<file path="src/rtl/axistream_packet_snooper.sv">
// Passive AXI-Stream tap: copies whole packets into a packet memory and reports each packet's byte length.
// Optional SNOOP_STATS_EN adds saturating stored/dropped packet counters.
module axistream_packet_snooper #(
    parameter int DATA_WIDTH   = 64,
    parameter int ADDR_WIDTH   = 9,
    parameter int WAIT_FOR_SOP = 1,
    parameter int LEN_WIDTH    = ADDR_WIDTH + $clog2(DATA_WIDTH / 8) + 1
) (
    input  logic                    clk,
    input  logic                    rst_n,
    input  logic [DATA_WIDTH-1:0]   TDATA,
    input  logic [DATA_WIDTH/8-1:0] TKEEP,
    input  logic                    TVALID,
    input  logic                    TREADY,
    input  logic                    TLAST,
    output logic [ADDR_WIDTH-1:0]   wr_addr,
    output logic [DATA_WIDTH-1:0]   wr_data,
    output logic                    wr_en,
    input  logic                    mem_ready,
    output logic                    done,
    output logic [LEN_WIDTH-1:0]    byte_len,
    output logic                    trunc,
    output logic                    drop,
    output logic [31:0]             pkt_count,
    output logic [31:0]             drop_count
);

    localparam int BPB = DATA_WIDTH / 8;

    localparam logic [1:0] ST_SYNC    = 2'd0;
    localparam logic [1:0] ST_IDLE    = 2'd1;
    localparam logic [1:0] ST_CAPTURE = 2'd2;
    localparam logic [1:0] ST_DISCARD = 2'd3;
    localparam logic [1:0] ST_RESET   = (WAIT_FOR_SOP != 0) ? ST_SYNC : ST_IDLE;

    localparam logic [ADDR_WIDTH-1:0] ADDR_LAST = '1;
    localparam logic [LEN_WIDTH-1:0]  BPB_LEN   = LEN_WIDTH'(BPB);
    localparam logic [LEN_WIDTH-1:0]  FULL_LEN  = BPB_LEN << ADDR_WIDTH;

    function automatic logic [LEN_WIDTH-1:0] popcount(input logic [BPB-1:0] keep);
        logic [LEN_WIDTH-1:0] cnt;
        cnt = '0;
        for (int i = 0; i < BPB; i++) begin
            cnt = cnt + {{(LEN_WIDTH-1){1'b0}}, keep[i]};
        end
        return cnt;
    endfunction

    function automatic logic [31:0] sat_inc(input logic [31:0] value);
        return (value == 32'hFFFF_FFFF) ? value : value + 32'd1;
    endfunction

    logic [1:0]            state;
    logic [1:0]            state_nxt;
    logic [ADDR_WIDTH-1:0] addr;
    logic [ADDR_WIDTH-1:0] addr_nxt;
    logic                  beat;
    logic [LEN_WIDTH-1:0]  tlast_len;

    assign beat      = TVALID && TREADY;
    assign tlast_len = LEN_WIDTH'(addr) * BPB_LEN + popcount(TKEEP);
    assign wr_addr   = addr;
    assign wr_data   = TDATA;

    // Outputs are decoded from the current state and this cycle's beat, so the write happens with no latency.
    always_comb begin
        state_nxt = state;
        addr_nxt  = addr;
        wr_en     = 1'b0;
        done      = 1'b0;
        trunc     = 1'b0;
        drop      = 1'b0;
        byte_len  = '0;
        case (state)
            ST_SYNC: begin
                if (beat && TLAST) begin
                    state_nxt = ST_IDLE;
                end
            end
            ST_IDLE: begin
                if (beat) begin
                    if (mem_ready) begin
                        wr_en = 1'b1;
                        if (TLAST) begin
                            done     = 1'b1;
                            byte_len = tlast_len;
                        end else begin
                            addr_nxt  = ADDR_WIDTH'(1);
                            state_nxt = ST_CAPTURE;
                        end
                    end else begin
                        drop = 1'b1;
                        if (!TLAST) begin
                            state_nxt = ST_DISCARD;
                        end
                    end
                end
            end
            ST_CAPTURE: begin
                if (beat) begin
                    if (mem_ready) begin
                        wr_en = 1'b1;
                        if (TLAST) begin
                            done      = 1'b1;
                            byte_len  = tlast_len;
                            addr_nxt  = '0;
                            state_nxt = ST_IDLE;
                        end else if (addr == ADDR_LAST) begin
                            // Memory full: close out what fits, skip the rest of the packet.
                            done      = 1'b1;
                            trunc     = 1'b1;
                            byte_len  = FULL_LEN;
                            addr_nxt  = '0;
                            state_nxt = ST_DISCARD;
                        end else begin
                            addr_nxt = addr + ADDR_WIDTH'(1);
                        end
                    end else begin
                        drop      = 1'b1;
                        addr_nxt  = '0;
                        state_nxt = TLAST ? ST_IDLE : ST_DISCARD;
                    end
                end
            end
            ST_DISCARD: begin
                if (beat && TLAST) begin
                    state_nxt = ST_IDLE;
                end
            end
            default: begin
                state_nxt = ST_RESET;
                addr_nxt  = '0;
            end
        endcase
    end

    always_ff @(posedge clk or negedge rst_n) begin
        if (!rst_n) begin
            state <= ST_RESET;
            addr  <= '0;
        end else begin
            state <= state_nxt;
            addr  <= addr_nxt;
        end
    end

`ifdef SNOOP_STATS_EN
    logic [31:0] pkt_cnt;
    logic [31:0] drop_cnt;

    always_ff @(posedge clk or negedge rst_n) begin
        if (!rst_n) begin
            pkt_cnt  <= '0;
            drop_cnt <= '0;
        end else begin
            if (done) begin
                pkt_cnt <= sat_inc(pkt_cnt);
            end
            if (drop) begin
                drop_cnt <= sat_inc(drop_cnt);
            end
        end
    end

    assign pkt_count  = pkt_cnt;
    assign drop_count = drop_cnt;
`else
    assign pkt_count  = 32'd0;
    assign drop_count = 32'd0;
`endif

endmodule

</file>
<file path="config.mk">
export PLATFORM = sky130hd
export DESIGN_NAME = axistream_packet_snooper
export DESIGN_NICKNAME = d
export VERILOG_FILES = /design/src/rtl/axistream_packet_snooper.sv
export SDC_FILE = /design/constraint.sdc
export NUM_CORES = 1
export LEC_CHECK = 0
export CELL_PAD_IN_SITES_DETAIL_PLACEMENT = 0
export CELL_PAD_IN_SITES_GLOBAL_PLACEMENT = 1
export CORE_MARGIN = 3
export CORE_UTILIZATION = 20
export CTS_CLUSTER_DIAMETER = 150
export DETAILED_ROUTE_END_ITERATION = 10
export PLACE_DENSITY_LB_ADDON = 0.1
export SLEW_MARGIN = 5
export SYNTH_ARGS = -nofsm -noshare
export SYNTH_HDL_FRONTEND = slang
export SYNTH_SLANG_ARGS = --single-unit
</file>
<file path="constraint.sdc">
create_clock -name clk -period 11.9 [get_ports clk]
set_clock_uncertainty 0.05 [all_clocks]
set_input_delay 1.19 -clock clk [delete_from_list [all_inputs] [get_ports clk]]
set_output_delay 1.19 -clock clk [all_outputs]
set_load 0.05 [all_outputs]
</file>
## Word-level counts from Yosys, hierarchy flattened

Cells that the tools add are included.

| cells by class | value |
|---|---|
| add/subtract/negate cells | 9 |
| equality and inequality tests | 10 |
| mux-type cells | 45 |
| reductions and logical operators | 8 |

Operator list:

| operator | count |
|---|---|
| 2-to-1 mux 13 bit | 7 |
| 2-to-1 mux 9 bit | 7 |
| one-hot mux 13 bit (2 select lines) | 1 |
| 2-to-1 mux 2 bit | 10 |
| one-hot mux 9 bit (2 select lines) | 1 |
| 2-to-1 mux 1 bit | 17 |
| adder 12 x 8 -> 13 bit | 1 |
| AND reduction 5 bit | 2 |
| adder 9 x 1 -> 9 bit (second input constant) | 1 |
| == test 9 bit (second input constant) | 1 |
| adder 7 x 1 -> 8 bit | 1 |
| inequality test 2 bit (second input constant) | 4 |
| adder 6 x 1 -> 7 bit | 1 |
| adder 5 x 1 -> 6 bit | 1 |
| one-hot mux 2 bit (3 select lines) | 1 |
| adder 4 x 1 -> 5 bit | 1 |
| adder 3 x 1 -> 4 bit | 1 |
| == test 2 bit (second input constant) | 2 |
| inequality test 4 bit (second input constant) | 1 |
| OR reduction 2 bit | 2 |
| adder 2 x 1 -> 3 bit | 1 |
| adder 1 x 1 -> 2 bit | 1 |
| == test 2 x 1 -> 1 bit (second input constant) | 1 |
| logical AND 1 bit | 2 |
| other kinds (4) | 4 |

| storage, ports and cells | value |
|---|---|
| register bits | 11 |
| output and inout port bits | 154 |

## Longest topological paths before layout

| depth | value |
|---|---|
| depth in word-level cells | 12 |
| mapped depth | 11 |
| gate-level depth less buffers | 11 |

## Worst setup path after synthesis

Ideal clock, no wire load.

| timing | value |
|---|---|
| kind | input-to-output |
| from | input port TKEEP[0] |
| to | output port byte_len[12] |
| arrival time | 4835 ps |
| required time | 10660 ps |
| setup slack | 5825 ps |
| stages | 11 |
| path buffers | 0 |
| cells stage by stage | fa_1 -> inv_1 -> fa_1 -> fa_1 -> inv_1 -> ha_1 -> inv_1 -> fa_1 -> nand3b_2 -> or4_1 -> o2bb2ai_1 |

| on the way | value |
|---|---|
| word-level cells in the longest chain between the ends | 12 |
| elaborated cells between the ends (all ways) | 15 |
| classes of those cells | add/sub: 8; mux: 7 |

RTL lines:

| what | line | RTL |
|---|---|---|
| start: declaration | 12 | `input logic [DATA_WIDTH/8-1:0] TKEEP,` |
| adder 1 x 1 -> 2 bit * | 44 | `cnt = cnt + {{(LEN_WIDTH-1){1'b0}}, keep[i]};` |
| adder 2 x 1 -> 3 bit * | 44 |  |
| adder 3 x 1 -> 4 bit * | 44 |  |
| adder 4 x 1 -> 5 bit * | 44 |  |
| adder 5 x 1 -> 6 bit * | 44 |  |
| adder 6 x 1 -> 7 bit * | 44 |  |
| adder 7 x 1 -> 8 bit * | 44 |  |
| adder 12 x 8 -> 13 bit * | 61 | `assign tlast_len = LEN_WIDTH'(addr) * BPB_LEN + popcount(TKEEP);` |
| 2-to-1 mux 13 bit (on tied branches) | 103, 84 |  |
| 2-to-1 mux 13 bit (on tied branches) | 101, 82 |  |
| 2-to-1 mux 13 bit (on tied branches) | 100, 81 |  |
| one-hot mux 13 bit (2 select lines) * | 74 | `case (state)` |
| end: declaration | 21 | `output logic [LEN_WIDTH-1:0] byte_len,` |

Mark *: on every way between the ends. The rest lies on a longest branch, timed or not.

## Final worst setup path

Ends and elaborated chain as after synthesis.

==> out/results.tsv <==
stage	metric	value	unit
timing	drv_slew	0	
synth	synth_cells	284	
critical_path	slowest_delay	0.82	ns
timing	finalSetupTns	0	ns
synth	synth.largest_area_cell	buf_4	
route	wl	5130	um
timing	worst_pin_slew	1.01	ns
floorplanning	pin_count	232	
route	drcViolationCount	0	
route	via_per_inst	3.84	
critical_path	cp_max_fo	8	
global_routing	grt_start_max_net_pins	14	
critical_path	end_kind	output port	
critical_path	critical_path.most_common_cell	fa_1	
outcome	outcome	finished clean	
global_routing	grt_use_total	8.05	%
floorplanning	coreArea	10600	um^2
synth	yosysWarnings	0	
critical_path	start_kind	input port	
synth	synth_top_area_share	43.1	%
min_path	hp-class	register to register	
cts	clk_pin_slew	0.05	ns
synth	yosysUniqueCellTypes	47	
timing	setup_viol	0	
synth	ys_seq_area_share	12.3	%
route	dr_total_vias	1493	
global_routing	grt_first_pass_wirelength	8120	um
critical_path	slowest_stage	clkdlybuf4s50_1	
timing	max_freq	145	MHz
floorplanning	die-area	12500	um^2
cts	cts_inserted_buffers	3	
global_routing	gr-total-overflow	0	
cts	cts_tree	yes	
timing	slew_headroom	31.9	%
synth	synth_area	2230	um^2
placement	dp_hpwl	4190	um
cts	insertion_delay	0.24	ns
run	max_cap_violations	0	
critical_path	r2r_setup_slack	8.95	ns
power	cellPowerDensity	157	nW/um^2
critical_path	critPathKind	input port to output port	
cts	h-tree-depth	1	
synth	ys_ff_latch	11	
critical_path	cp_data_required_time	10.66	ns
timing	finalCriticalPeriod	6.88	ns
timing	hold_viol	0	
timing	rsz0062_at_grt	false	
floorplanning	fp-row-count	37	
critical_path	path_cells	clkdlybuf4s50_1, fa_1, inv_1, fa_1, fa_1, inv_1, ha_1, inv_1, fa_1, nand3b_2, or4_1, o2bb2ai_1, clkdlybuf4s50_1	
synth	synth-async-reset-ratio	100	%
cells_and_area	n_antenna_cell	0	
cts	clock-sinks	11	
placement	io_buffers	39	
synth	yosysMostFrequentCell	buf_4	
cts	hold_buffers	0	
synth	synthTopCellsByArea	buf_4 43%, dfrtp_1 12%, ha_1 4.5%	
cells_and_area	syn_to_final_growth	-7.29	%
floorplanning	start_util	21.0	%
power	ir_drop	0.0000539	V
synth	avgSynthCellArea	7.86	um^2
synth	synth_common_cells	128 x buf_4, 19 x inv_1, 12 x nand2_1, 11 x dfrtp_1	
floorplanning	die_y	112	um
cells_and_area	final_area	2070	um^2
synth	synth_edf_count	0	
timing	hold_ws	0.513	ns
cells_and_area	fin_nets	344	
synth	synthFlopType	dfrtp_1	
timing	period_share	57.8	%
global_routing	first_global_vias	1461	
power	p_leak	0.857	nW
cts	cts_resized	0	
route	first_pass_iters	4	
floorplanning	dieWidth	112	um
global_routing	antenna_found_initial	0	
route	ant_nets	0	
route	wl_per_cell	13.2	um
cells_and_area	drive_above_1_share	4.35	%
cts	postCtsSetupBuffers	0	
cts	clockRootBuffer	clkbuf_8	
route	drt-initial-drc-count	65	
placement	placed_area	2020	um^2
critical_path	critPathArrivalTime	5.64	ns
placement	place.gp.congestion	0.691	
cts	clockBufferDepth	2	
-- where the power goes --
group	internal, mW	switching (mW)
clock	0.0236	0.0151
sequential	0.0495	0.0239
combinational	0.0675	0.144
total	0.141	0.183
-- logic make-up (layout without fill, tap and decap cells) --
| logic type | count (synthesis) | count (layout) | synth area share (%) |
|---|---|---|---|
| AND/OR/NAND/NOR | 63 | 63 | 16.9 |
| multiplexers | 7 | 7 | 3.48 |
| adder cells (fa/ha/maj) | 12 | 12 | 8.08 |
| AO/OA/AOI/OAI | 32 | 32 | 9.70 |
| flip-flops | 11 | 11 | 12.3 |
| XOR/XNOR | 2 | 2 | 0.785 |
| buffers and inverters | 156 | 62 | 48.5 |
| other | 1 | 64 | 0.168 |
-- critical path, delay by kind of cell --
kind / cells / cell delay (ns)
adder cells (fa/ha/maj): 5 / 2.00
AND/OR/NAND/NOR: 2 / 0.86
AO/OA/AOI/OAI: 1 / 0.17
buffers and inverters: 5 / 1.43
-- worst paths after layout --
check                                 from           end  cells past startpoint
worst min-delay path              state[1]      state[1]                      2
max in group asynchronous            rst_n    wr_addr[0]                      1
worst max register to register  wr_addr[0]      state[0]                      7
worst max-delay path              TKEEP[0]  byte_len[12]                     13
min in group asynchronous            rst_n    wr_addr[7]                      1
worst min register to register    state[1]      state[1]                      2
-- layout make-up --
class                           instances  area (um^2)
Tap cell                              136          170
Fill cell                            1229         8530
Inverter                               19         71.3
Timing Repair Buffer                   39          390
Sequential cell                        11          275
Multi-Input combinational cell        180         1120
Clock buffer                            4         45.0
-- placed cells by master (no fill, tap or decap), types with 6 or more instances in the layout --
master / synthesis / routed
o211ai_1: 6 / 6
nor2_1: 6 / 6
conb_1: 1 / 64
nand2_1: 12 / 12
dfrtp_1: 11 / 11
clkdlybuf4s50_1: 0 / 39
inv_1: 19 / 19
a21oi_1: 9 / 9
nand3_1: 9 / 9
ha_1: 8 / 8
-- routing by layer --
| layer | up-vias | wire, um | global-route usage, % | share of wire (%) |
|---|---|---|---|---|
| li1 | 706 | - | - | - |
| met1 | 685 | 2280 | 10.3 | 44 |
| met2 | 86 | 2380 | 13.1 | 46 |
| met3 | 16 | 401 | 2.93 | 7.8 |
| met4 | 0 | 63 | 1.62 | 1.2 |
| met5 | - | 0 | 0 | 0 |
-- metrics by stage --
step	power, mW	setup slack [ns]	std cells	utilization (%)
final	0.324	5.02	389	19.5
after global routing	0.351	4.75	389	19.5
after CTS	0.330	4.96	389	19.5
after detailed placement	0.289	4.99	385	19.1
after global placement	0.292	4.99	385	19.1
after floorplan	0.309	5.83	347	-
-- sequential cells by signal (all words and copies together) (netlist names) --
| signal | count |
|---|---|
| state | 2 |
| wr_addr | 9 |
No activity file was read; power rests on OpenSTA's default activity.
